===== src/rtl/nh_lcd_frame_sequencer.sv =====
// nh_lcd power-up and frame sequencer: init, window setup, RAMWR, pixel streaming.
// Optional NH_LCD_SEQ_TE_SYNC_EN adds a tearing-effect wait before streaming.
module nh_lcd_frame_sequencer #(
    parameter int unsigned RESET_CYCLES      = 16,
    parameter int unsigned RESET_WAIT_CYCLES = 64,
    parameter int unsigned SLEEP_WAIT_CYCLES = 128,
    parameter int unsigned CNT_WIDTH         = 32
) (
    input  logic        clk,
    input  logic        rst_n,
    input  logic        i_enable,
    input  logic        i_start,
    input  logic [15:0] i_x_start,
    input  logic [15:0] i_x_end,
    input  logic [15:0] i_y_start,
    input  logic [15:0] i_y_end,
    input  logic        i_pixel_stb,
    input  logic        i_cmd_finished,
`ifdef NH_LCD_SEQ_TE_SYNC_EN
    input  logic        i_tearing_effect,
`endif
    output logic        o_cmd_mode,
    output logic        o_cmd_parameter,
    output logic        o_cmd_write_stb,
    output logic [7:0]  o_cmd_data,
    output logic        o_reset_display,
    output logic        o_chip_select,
    output logic [31:0] o_num_pixels,
    output logic        o_ready,
    output logic        o_busy,
    output logic        o_frame_done,
    output logic        o_error
);

    typedef enum logic [3:0] {
        S_PWR_RST,
        S_PWR_WAIT,
        S_SLPOUT,
        S_SLP_WAIT,
        S_DISPON,
        S_READY,
        S_CASET,
        S_PASET,
        S_RAMWR,
        S_STREAM
`ifdef NH_LCD_SEQ_TE_SYNC_EN
        , S_TE_WAIT
`endif
    } state_e;

    localparam logic [CNT_WIDTH-1:0] RST_LIM =
        (RESET_CYCLES == 0) ? '0 : CNT_WIDTH'(RESET_CYCLES - 1);
    localparam logic [CNT_WIDTH-1:0] RWAIT_LIM =
        (RESET_WAIT_CYCLES == 0) ? '0 : CNT_WIDTH'(RESET_WAIT_CYCLES - 1);
    localparam logic [CNT_WIDTH-1:0] SWAIT_LIM =
        (SLEEP_WAIT_CYCLES == 0) ? '0 : CNT_WIDTH'(SLEEP_WAIT_CYCLES - 1);

    state_e               state_q, state_d;
    logic [CNT_WIDTH-1:0] cnt_q, cnt_d, cnt_inc;
    logic                 pend_q, pend_d;
    logic                 hdr_q, hdr_d;
    logic [1:0]           pidx_q, pidx_d;
    logic                 stb_q, stb_d;
    logic [7:0]           data_q, data_d;
    logic                 param_q, param_d;
    logic [15:0]          xs_q, xs_d, xe_q, xe_d;
    logic [15:0]          ys_q, ys_d, ye_q, ye_d;
    logic [31:0]          num_q, num_d;
    logic                 err_q, err_d;
    logic                 done_q, done_d;
    logic                 mode_q, mode_d;
    logic                 rstd_q, rstd_d;
    logic                 cs_q, cs_d;
    logic                 ready_q, ready_d;
    logic                 busy_q, busy_d;

    logic                 byte_ack;
    logic                 multi;
    logic [15:0]          coord;
    logic [7:0]           cmd_byte, cur_byte;
    logic [16:0]          w, h;
    logic [31:0]          prod;
    logic                 win_bad;
    state_e               cmd_next;

`ifdef NH_LCD_SEQ_TE_SYNC_EN
    logic te_s1_q, te_s2_q, te_prev_q, te_rise;

    always_ff @(posedge clk or negedge rst_n) begin
        if (!rst_n) begin
            te_s1_q   <= 1'b0;
            te_s2_q   <= 1'b0;
            te_prev_q <= 1'b0;
        end else begin
            te_s1_q   <= i_tearing_effect;
            te_s2_q   <= te_s1_q;
            te_prev_q <= te_s2_q;
        end
    end

    assign te_rise = te_s2_q & ~te_prev_q;
`endif

    // finished is only honoured once the strobe cycle has passed
    assign byte_ack = pend_q && !stb_q && i_cmd_finished;
    assign multi    = (state_q == S_CASET) || (state_q == S_PASET);
    assign cnt_inc  = cnt_q + CNT_WIDTH'(1);
    assign w        = {1'b0, i_x_end} - {1'b0, i_x_start} + 17'd1;
    assign h        = {1'b0, i_y_end} - {1'b0, i_y_start} + 17'd1;
    assign prod     = 32'(w) * 32'(h);
    assign win_bad  = (i_x_end < i_x_start) || (i_y_end < i_y_start);

    always_comb begin
        coord    = 16'h0;
        cmd_byte = 8'h2C;
        cmd_next = S_READY;
        case (state_q)
            S_SLPOUT: begin
                cmd_byte = 8'h11;
                cmd_next = S_SLP_WAIT;
            end
            S_DISPON: begin
                cmd_byte = 8'h29;
                cmd_next = S_READY;
            end
            S_CASET: begin
                cmd_byte = 8'h2A;
                cmd_next = S_PASET;
                coord    = pidx_q[1] ? xe_q : xs_q;
            end
            S_PASET: begin
                cmd_byte = 8'h2B;
                cmd_next = S_RAMWR;
                coord    = pidx_q[1] ? ye_q : ys_q;
            end
            S_RAMWR: begin
                cmd_byte = 8'h2C;
`ifdef NH_LCD_SEQ_TE_SYNC_EN
                cmd_next = S_TE_WAIT;
`else
                cmd_next = S_STREAM;
`endif
            end
            default: ;
        endcase
        cur_byte = hdr_q ? (pidx_q[0] ? coord[7:0] : coord[15:8]) : cmd_byte;
    end

    always_comb begin
        state_d = state_q;
        cnt_d   = cnt_q;
        pend_d  = pend_q;
        hdr_d   = hdr_q;
        pidx_d  = pidx_q;
        stb_d   = 1'b0;
        data_d  = data_q;
        param_d = param_q;
        xs_d    = xs_q;
        xe_d    = xe_q;
        ys_d    = ys_q;
        ye_d    = ye_q;
        num_d   = num_q;
        err_d   = err_q;
        done_d  = 1'b0;

        if (!i_enable) begin
            cnt_d = '0;
            if (state_q inside {S_PWR_RST, S_PWR_WAIT, S_SLPOUT,
                                S_SLP_WAIT, S_DISPON})
                state_d = S_PWR_RST;
            else
                state_d = S_READY;
        end else begin
            case (state_q)
                S_PWR_RST: begin
                    if (cnt_q >= RST_LIM) state_d = S_PWR_WAIT;
                    else cnt_d = cnt_inc;
                end
                S_PWR_WAIT: begin
                    if (cnt_q >= RWAIT_LIM) state_d = S_SLPOUT;
                    else cnt_d = cnt_inc;
                end
                S_SLP_WAIT: begin
                    if (cnt_q >= SWAIT_LIM) state_d = S_DISPON;
                    else cnt_d = cnt_inc;
                end
                S_SLPOUT, S_DISPON, S_CASET, S_PASET, S_RAMWR: begin
                    if (!pend_q) begin
                        stb_d   = 1'b1;
                        pend_d  = 1'b1;
                        data_d  = cur_byte;
                        param_d = hdr_q;
                    end else if (byte_ack) begin
                        pend_d = 1'b0;
                        if (multi && !hdr_q) hdr_d = 1'b1;
                        else if (multi && pidx_q != 2'd3) pidx_d = pidx_q + 2'd1;
                        else state_d = cmd_next;
                    end
                end
                S_READY: begin
                    if (i_start) begin
                        if (win_bad) begin
                            err_d = 1'b1;
                        end else begin
                            err_d   = 1'b0;
                            xs_d    = i_x_start;
                            xe_d    = i_x_end;
                            ys_d    = i_y_start;
                            ye_d    = i_y_end;
                            num_d   = prod;
                            state_d = S_CASET;
                        end
                    end
                end
`ifdef NH_LCD_SEQ_TE_SYNC_EN
                S_TE_WAIT: begin
                    if (te_rise) state_d = S_STREAM;
                end
`endif
                S_STREAM: begin
                    if (i_pixel_stb) begin
                        if (32'(cnt_inc) == num_q) begin
                            done_d  = 1'b1;
                            state_d = S_READY;
                        end else begin
                            cnt_d = cnt_inc;
                        end
                    end
                end
                default: state_d = S_PWR_RST;
            endcase
        end

        if (state_d != state_q) begin
            cnt_d  = '0;
            pend_d = 1'b0;
            hdr_d  = 1'b0;
            pidx_d = 2'd0;
        end

        mode_d  = (state_d != S_STREAM);
        rstd_d  = (state_d == S_PWR_RST);
        cs_d    = (state_d != S_PWR_RST);
        ready_d = (state_d == S_READY);
        busy_d  = (state_d != S_READY);
    end

    always_ff @(posedge clk or negedge rst_n) begin
        if (!rst_n) begin
            state_q <= S_PWR_RST;
            cnt_q   <= '0;
            pend_q  <= 1'b0;
            hdr_q   <= 1'b0;
            pidx_q  <= 2'd0;
            stb_q   <= 1'b0;
            data_q  <= 8'h00;
            param_q <= 1'b0;
            xs_q    <= 16'h0;
            xe_q    <= 16'h0;
            ys_q    <= 16'h0;
            ye_q    <= 16'h0;
            num_q   <= 32'h0;
            err_q   <= 1'b0;
            done_q  <= 1'b0;
            mode_q  <= 1'b1;
            rstd_q  <= 1'b1;
            cs_q    <= 1'b0;
            ready_q <= 1'b0;
            busy_q  <= 1'b0;
        end else begin
            state_q <= state_d;
            cnt_q   <= cnt_d;
            pend_q  <= pend_d;
            hdr_q   <= hdr_d;
            pidx_q  <= pidx_d;
            stb_q   <= stb_d;
            data_q  <= data_d;
            param_q <= param_d;
            xs_q    <= xs_d;
            xe_q    <= xe_d;
            ys_q    <= ys_d;
            ye_q    <= ye_d;
            num_q   <= num_d;
            err_q   <= err_d;
            done_q  <= done_d;
            mode_q  <= mode_d;
            rstd_q  <= rstd_d;
            cs_q    <= cs_d;
            ready_q <= ready_d;
            busy_q  <= busy_d;
        end
    end

    assign o_cmd_mode      = mode_q;
    assign o_cmd_parameter = param_q;
    assign o_cmd_write_stb = stb_q;
    assign o_cmd_data      = data_q;
    assign o_reset_display = rstd_q;
    assign o_chip_select   = cs_q;
    assign o_num_pixels    = num_q;
    assign o_ready         = ready_q;
    assign o_busy          = busy_q;
    assign o_frame_done    = done_q;
    assign o_error         = err_q;

endmodule


===== config.mk =====
export PLATFORM = sky130hd
export DESIGN_NAME = nh_lcd_frame_sequencer
export DESIGN_NICKNAME = d
export VERILOG_FILES = /design/src/rtl/nh_lcd_frame_sequencer.sv
export SDC_FILE = /design/constraint.sdc
export NUM_CORES = 1
export LEC_CHECK = 0
export BUFFER_PORTS_ARGS = -buffer_cell sky130_fd_sc_hd__buf_2
export CELL_PAD_IN_SITES_DETAIL_PLACEMENT = 1
export CELL_PAD_IN_SITES_GLOBAL_PLACEMENT = 1
export CORE_MARGIN = 1.5
export CORE_UTILIZATION = 49
export DETAILED_ROUTE_END_ITERATION = 8
export PLACE_DENSITY = 0.81
export SLEW_MARGIN = 20
export SYNTH_ARGS = -nofsm -noshare
export SYNTH_HDL_FRONTEND = slang
export SYNTH_SLANG_ARGS = --single-unit
export TNS_END_PERCENT = 30

===== constraint.sdc =====
create_clock -name clk -period 3.5 [get_ports clk]
set_input_delay 0.525 -clock clk [delete_from_list [all_inputs] [get_ports clk]]
set_output_delay 0.525 -clock clk [all_outputs]
set_load 0.005 [all_outputs]

==> impl_metrics.ini, run 1 <==
[detailed_routing]
drtPass1Iterations = 8
drcViolationCount = 0
vias = 23980
postRouteAntennaNets = 0
wl_per_cell_um = 37.32
viasPerCell = 7.147
drtIter0Drc = 3721
totalWireLength_mm = 125.2

[sta]
worst_pin_slew_ns = 0.8242
slew_viol_final = 0
period_share = 2.790
finalSetupViolations = 84
hold_violations = 0
fin_skew_ns = 0.01879
rsz0062_at_grt = yes
period_needed_ns = 9.765
setup_ws_ns = -6.265
relSlewSlack = 0.4506
max_freq_mhz = 102.4

[grt]
grt-ovfl-total = 0
grt_pass1_vias = 24230
grt_max_degree = 84
grt_usage = 0.4731
grt_pass1_wl_mm = 147.6
grt_antenna_before_repair = 8

[finish]
syn_to_final_growth_pct = 33.64
nets = 3278
finalNonFillerCells = 3355
drive_above_1_share = 0.3088
fillers = 4600

[floorplan]
fp.dieH_um = 205.9
fp.coreArea_mm2 = 0.04074
rows = 74
ioPinCount = 119
die_area_mm2 = 0.04239
start_util = 0.4951
fp.dieW_um = 205.9

[critical_path]
worst_ep_arrival_time_ns = 10.15
critPathMaxStageDelay_ns = 1.00
worstPathMaxFanout = 5
crit_top_cell = fa_1
critPathKind = in2reg
cp-end-kind = flop
cp.required_ns = 3.88
startpoint_type = input port
crit_path_top_delay_cell = fa_1

[min_path]
min-delay-path-class = in2async

[clocking]
holdBufCountCts = 0
clockRootBuffer = clkbuf_16
cts.sinks = 153
cts_buffers = 17
cts_tree = built
clk_pin_slew_ns = 0.09
clk_latency_ns = 0.51
clk_path_buf_depth = 2
htree_levels = 4

[synth]
synth_flop_cell = dfrtp_1
synth_area_mm2 = 0.02017
avgSynthCellArea_um2 = 8.669
synth_common_cells = 377 x nand2_1, 375 x inv_1, 239 x fa_1
synth_top_cell_by_area = fa_1
synth_seq_cells = 153
async_flop_share = 1.000
synth_cell_types = 86
synth_most_common_cell = nand2_1
netlist_top_cells_area = fa_1 24%, dfrtp_1 19%, ha_1 10%, nand2_1 7.0%, inv_1 7.0%
syn_nets = 2801
yosys_warnings = 0
synthCells = 2327
synth-edff-count = 0
synth_top_cell_area_share = 0.2372
seq_area_frac_synth = 0.1899

[outcome]
outcome = finished, violations left
violations = negative setup slack

[placement]
globalplace.congestion = 0.9332
portBuffers = 118
hpwl_mm = 63.96
pre_cts_ws_ns = -5.705
dp_cells = 3256

[flow_run]
max_cap_viol_count = 0
-- routing by layer --
layer / vias to the layer above / GRT usage / part of all wire
met2: 2639 / 0.7769 / 0.42
met5: - / 0.01429 / 0.0045
li1: 8520 / - / -
met3: 1306 / 0.1301 / 0.15
met1: 11490 / 0.5052 / 0.31
met4: 22 / 0.4006 / 0.13
-- logic make-up after synthesis --
family	count (synthesis)	share of synthesized area
muxes	30	0.01991
xor gates and xnor gates	106	0.04602
DFF	153	0.1899
and+or+nand+nor	778	0.1912
adders and majority gates	405	0.3400
AOI/OAI and AO/OA	375	0.1197
buffers and inverters	480	0.09323
-- cell usage in the layout, fill, tap and decap left out, types with 18 or more instances in the layout --
cell type,n
buf_2,110
a21oi_1,51
nand2_1,369
nor3_1,29
nand2b_1,25
buf_12,21
o21ai_0,99
and2_1,86
xor2_1,32
nand3_1,27
dfrtp_1,151
or3_1,20
buf_4,405
inv_2,33
ha_4,40
o31ai_1,18
inv_1,335
buf_6,22
xnor2_1,51
nor2_1,64
fa_1,216
mux2i_1,20
ha_1,120
o21ai_1,27
clkbuf_16,18
nand4_1,22
fa_2,23
-- final timing paths --
path | startpoint | endpoint | slack, ns | cells past startpoint
min in group clk | i_y_end[10] | ye_q[10] | 0.28 | 3
worst max register to register | cnt_q[7] | cnt_q[27] | -0.44 | 12
worst min register to register | o_cmd_data[1] | o_cmd_data[1] | 0.50 | 1
worst min-delay path | rst_n | cnt_q[13] | 0.04 | 1
max in group asynchronous | rst_n | cnt_q[1] | 2.52 | 2
worst max-delay path | i_y_start[12] | o_num_pixels[31] | -6.27 | 33
-- sequential cells by signal, summed over array words and instances, names as in the netlist, 2 cells and up --
signal and flops:
cnt_q 32, o_cmd_data 8, o_num_pixels 32, pidx_q 2, state_q 4, xe_q 16
xs_q 16, ye_q 16, ys_q 16
-- layout make-up --
type                       instances  area, um^2  share of cell area
multi-input combinational       1694       15990              0.5932
clock inverter                    15       202.7            0.007519
timing repair buffer             562        4377              0.1624
tap                              532       665.6             0.02469
sequential                       153        3831              0.1421
antenna                            6       15.01           0.0005569
inverter                         376        1450             0.05379
clock buffer                      17       425.4             0.01578
-- metrics by stage --
stage	hold slack, ns	TNS (ns)	area (um^2)	util
after floorplan	0.2294	-97.45	20640	-
after global placement	0.4542	-117.26	24490	0.6011
after detailed placement	0.4617	-144.23	24490	0.6011
after CTS	0.07624	-102.35	26030	0.6390
after global routing	0.08918	-145.33	26950	0.6615
final	0.03816	-140.43	26960	0.6617
-- repair_timing --
item | in CTS | in global routing
setup endpoints to repair | 48 | 92
setup buffers | 38 | 26
pin swaps | 85 | 75
resized for setup | 148 | 127
gates cloned | 0 | 2
endpoints found under the hold margin | 0 | 0
-- critical path, delay by kind of cell --
family | cells | cell delay (ns)
XOR/XNOR | 4 | 0.84
AND/OR/NAND/NOR | 4 | 1.13
adder cells (fa/ha/maj) | 9 | 4.60
AO/OA/AOI/OAI | 9 | 2.09
buffers and inverters | 7 | 0.91
Power of run 1 is left out: the tool's default activity adds up to more than one toggle a clock period on the data nets, which glitch-free logic cannot reach.
==> run 2, diff against run 1 <==
--- a/config.mk
+++ b/config.mk
@@ -9,9 +9,10 @@
 export CELL_PAD_IN_SITES_DETAIL_PLACEMENT = 1
 export CELL_PAD_IN_SITES_GLOBAL_PLACEMENT = 1
 export CORE_MARGIN = 1.5
-export CORE_UTILIZATION = 49
+export CORE_UTILIZATION = 50
+export CTS_BUF_LIST = sky130_fd_sc_hd__clkbuf_4
 export DETAILED_ROUTE_END_ITERATION = 8
-export PLACE_DENSITY = 0.81
+export PLACE_DENSITY = 0.83
 export SLEW_MARGIN = 20
 export SYNTH_ARGS = -nofsm -noshare
 export SYNTH_HDL_FRONTEND = slang
==> run 2 against run 1 <==
Effect of this change:
- the run now fails in 5_1_grt
- synthesized cell count unchanged
- area after synthesis did not move
==> impl_metrics.ini, run 2 <==
[grt]
grt_max_degree = 68
grt_usage = 0.6796
grt-ovfl-total = 6
grt_antenna_before_repair = 16

[clocking]
htree_levels = 4
clk_path_buf_depth = 2
clockRootBuffer = clkbuf_4
cts_buffers = 17
cts.sinks = 153

[synth]
avgSynthCellArea_um2 = 8.669
syn_nets = 2801
synth_flop_cell = dfrtp_1
yosys_warnings = 0
synth-edff-count = 0
synth_cell_types = 86
synth_area_mm2 = 0.02017
synth_top_cell_by_area = fa_1
synth_common_cells = 377 x nand2_1, 375 x inv_1, 239 x fa_1
netlist_top_cells_area = fa_1 24%, dfrtp_1 19%, ha_1 10%, nand2_1 7.0%, inv_1 7.0%
async_flop_share = 1.000
seq_area_frac_synth = 0.1899
synthCells = 2327
synth_seq_cells = 153
synth_top_cell_area_share = 0.2372
synth_most_common_cell = nand2_1

[floorplan]
rows = 73
start_util = 0.5077
fp.dieH_um = 203.9
ioPinCount = 119
fp.dieW_um = 203.9

[outcome]
first-error = [ERROR GRT-0232] Routing congestion too high. Check the congestion heatmap in the GUI.
outcome = aborted with a tool error
stop_stage = 5_1_grt

[sta]
worst-ep-kind = register data pin
worst_endpoint = o_num_pixels[31]$_DFFE_PN0P_/D

[placement]
portBuffers = 118
hpwl_mm = 63.99
globalplace.congestion = 0.9182
[run 2: routing by layer]
metal,GRT usage,GRT overflow
met5,0.1845,0
met4,0.6783,3
met3,0.4656,0
met2,0.8966,3
met1,0.6772,0
[run 2: timing repair]
| item | in CTS |
|---|---|
| pin swaps | 71 |
| gates cloned | 0 |
| buffers inserted | 21 |
| resized for setup | 87 |
| setup endpoints to repair | 37 |
| hold buffers | 1 |
| hold endpoints to repair | 62 |
[run 2: cells by family after synthesis]
family,count (synthesis),share of synthesized area
AND/OR/NAND/NOR,778,0.1912
buffers and inverters,480,0.09323
adder cells (fa/ha/maj),405,0.3400
AO/OA/AOI/OAI,375,0.1197
flip-flops,153,0.1899
XOR/XNOR,106,0.04602
multiplexers,30,0.01991
[run 2: metrics by stage]
step                      area, um^2  hold slack (ns)  setup TNS (ns)  std cells  setup WS, ns
after floorplan                20640           0.2294          -97.45       2327        -4.546
after global placement         24670           0.4523         -116.64       3276        -5.043
after detailed placement       24670           0.4701         -133.20       3276        -5.515
after CTS                      25470          0.07978          -98.49       3329        -4.559
==> run 3, diff against run 2 <==
--- a/config.mk
+++ b/config.mk
@@ -6,13 +6,10 @@
 export NUM_CORES = 1
 export LEC_CHECK = 0
 export BUFFER_PORTS_ARGS = -buffer_cell sky130_fd_sc_hd__buf_2
-export CELL_PAD_IN_SITES_DETAIL_PLACEMENT = 1
-export CELL_PAD_IN_SITES_GLOBAL_PLACEMENT = 1
 export CORE_MARGIN = 1.5
-export CORE_UTILIZATION = 50
-export CTS_BUF_LIST = sky130_fd_sc_hd__clkbuf_4
+export CORE_UTILIZATION = 40
 export DETAILED_ROUTE_END_ITERATION = 8
-export PLACE_DENSITY = 0.83
+export PLACE_DENSITY_LB_ADDON = 0.15
 export SLEW_MARGIN = 20
 export SYNTH_ARGS = -nofsm -noshare
 export SYNTH_HDL_FRONTEND = slang
==> run 3 against run 2 <==
Effect of this change:
- the flow now finishes, with violations (negative setup slack)
==> impl_metrics.ini, run 3 (synthesis results as in run 1) <==
[outcome]
outcome = finished, violations left
violations = negative setup slack

[sta]
relSlewSlack = 0.4783
period_needed_ns = 7.965
worst_pin_slew_ns = 0.7825
fin_skew_ns = 0.01573
hold_ws_ns = 0.1218
finalSetupViolations = 28
hold_violations = 0
period_share = 2.276
slew_viol_final = 0
setup_ws_ns = -4.465
max_freq_mhz = 125.5
rsz0062_at_grt = yes

[detailed_routing]
postRouteAntennaNets = 0
drtIter0Drc = 1129
drtPass1Iterations = 5
drcViolationCount = 0
wl_per_cell_um = 17.92
totalWireLength_mm = 62.66
viasPerCell = 5.129
vias = 17940

[grt]
grt_pass1_wl_mm = 98.47
grt_max_degree = 81
grt_usage = 0.2463
grt_pass1_vias = 18240
grt-ovfl-total = 0
grt_antenna_before_repair = 0

[placement]
portBuffers = 118
globalplace.congestion = 0.8890
hpwl_mm = 51.54

[floorplan]
rows = 82
fp.coreArea_mm2 = 0.04997
start_util = 0.4037
die_area_mm2 = 0.05179
fp.dieH_um = 227.6
ioPinCount = 119
fp.dieW_um = 227.6

[critical_path]
crit_path_top_delay_cell = fa_1
cp-end-kind = flop
worst_ep_arrival_time_ns = 8.33
critPathMaxStageDelay_ns = 0.54
crit_top_cell = fa_1
startpoint_type = input port
worstPathMaxFanout = 4
path_buf_inv = 10
cp.required_ns = 3.87
critical_path.top_delay_family = adder cells
critPathKind = in2reg

[flow_run]
max_cap_viol_count = 0

[clocking]
clockRootBuffer = clkbuf_16
cts_tree = built
clk_path_buf_depth = 2
clk_pin_slew_ns = 0.07
clk_latency_ns = 0.44
holdBufCountCts = 0
cts_buffers = 17
htree_levels = 4
cts.sinks = 153

[finish]
layout_common_cells = 399 x buf_4, 370 x nand2_1, 355 x inv_1
nets = 3286
final_common_cell = buf_4
antennaDiodeCount = 0
fillers = 4647
drive_above_1_share = 0.2772
syn_to_final_growth_pct = 31.64

[min_path]
min-delay-path-class = in2async
run 3: cell type report:
type	count	area, um^2	area share
clock inverters	10	88.84	0.003345
well taps	672	840.8	0.03166
inverters	376	1444	0.05437
flip-flops and latches	153	3831	0.1443
multi-input cells	1694	15410	0.5803
repair buffers	570	4486	0.1689
clock buffers	22	454.2	0.01710
run 3: repair_timing:
action                                  CTS  global route
resized for setup                       107            61
buffers inserted                         26            10
cloned                                    0             0
endpoints found under the setup margin   56            62
pin swaps                               102            41
run 3: path summary, 6_finish.rpt:
kind                         startpoint               end  slack [ns]  cells after the start
max reg2reg                    cnt_q[0]         cnt_q[16]        0.14                     14
min reg2reg                     ye_q[6]           ye_q[6]        0.48                      2
min                               rst_n         cnt_q[20]        0.12                      1
max in group asynchronous         rst_n           xs_q[3]        2.58                      2
max                        i_x_start[1]  o_num_pixels[30]       -4.47                     39
min in group clk             i_y_end[6]           ye_q[6]        0.29                      3
run 3: routing by layer:
| metal | vias up | track usage | routed length, um |
|---|---|---|---|
| met3 | 75 | 0.02697 | 2506 |
| met4 | 0 | 0.06088 | 1168 |
| met5 | - | 0 | 0 |
| li1 | 8544 | - | - |
| met2 | 412 | 0.4182 | 30880 |
| met1 | 8905 | 0.3353 | 28100 |
run 3: metrics by stage:
step / setup TNS (ns) / worst slack, ns / cells / area, um^2 / util
floorplan: -97.45 / -4.546 / 2327 / 20640 / -
global placement: -117.27 / -5.122 / 3430 / 25020 / 0.5007
detailed placement: -116.99 / -5.180 / 3430 / 25020 / 0.5007
CTS: -97.62 / -4.452 / 3487 / 26150 / 0.5233
global route: -105.20 / -4.854 / 3497 / 26550 / 0.5315
finish: -97.35 / -4.465 / 3497 / 26550 / 0.5315
run 3: worst reg2reg max path: stages, from the launching register on:
cell,delay [ns]
dfrtp_1,0.34
buf_4,0.14
and4_2,0.30
nand4_4,0.12
buf_4,0.18
nor3_1,0.22
xnor2_1,0.16
or4b_4,0.58
nor4_4,0.28
buf_4,0.20
o2111ai_4,0.15
buf_4,0.22
nand4_4,0.15
o21ai_0,0.10
a21oi_1,0.14
Power of run 3 is left out for the same reason.
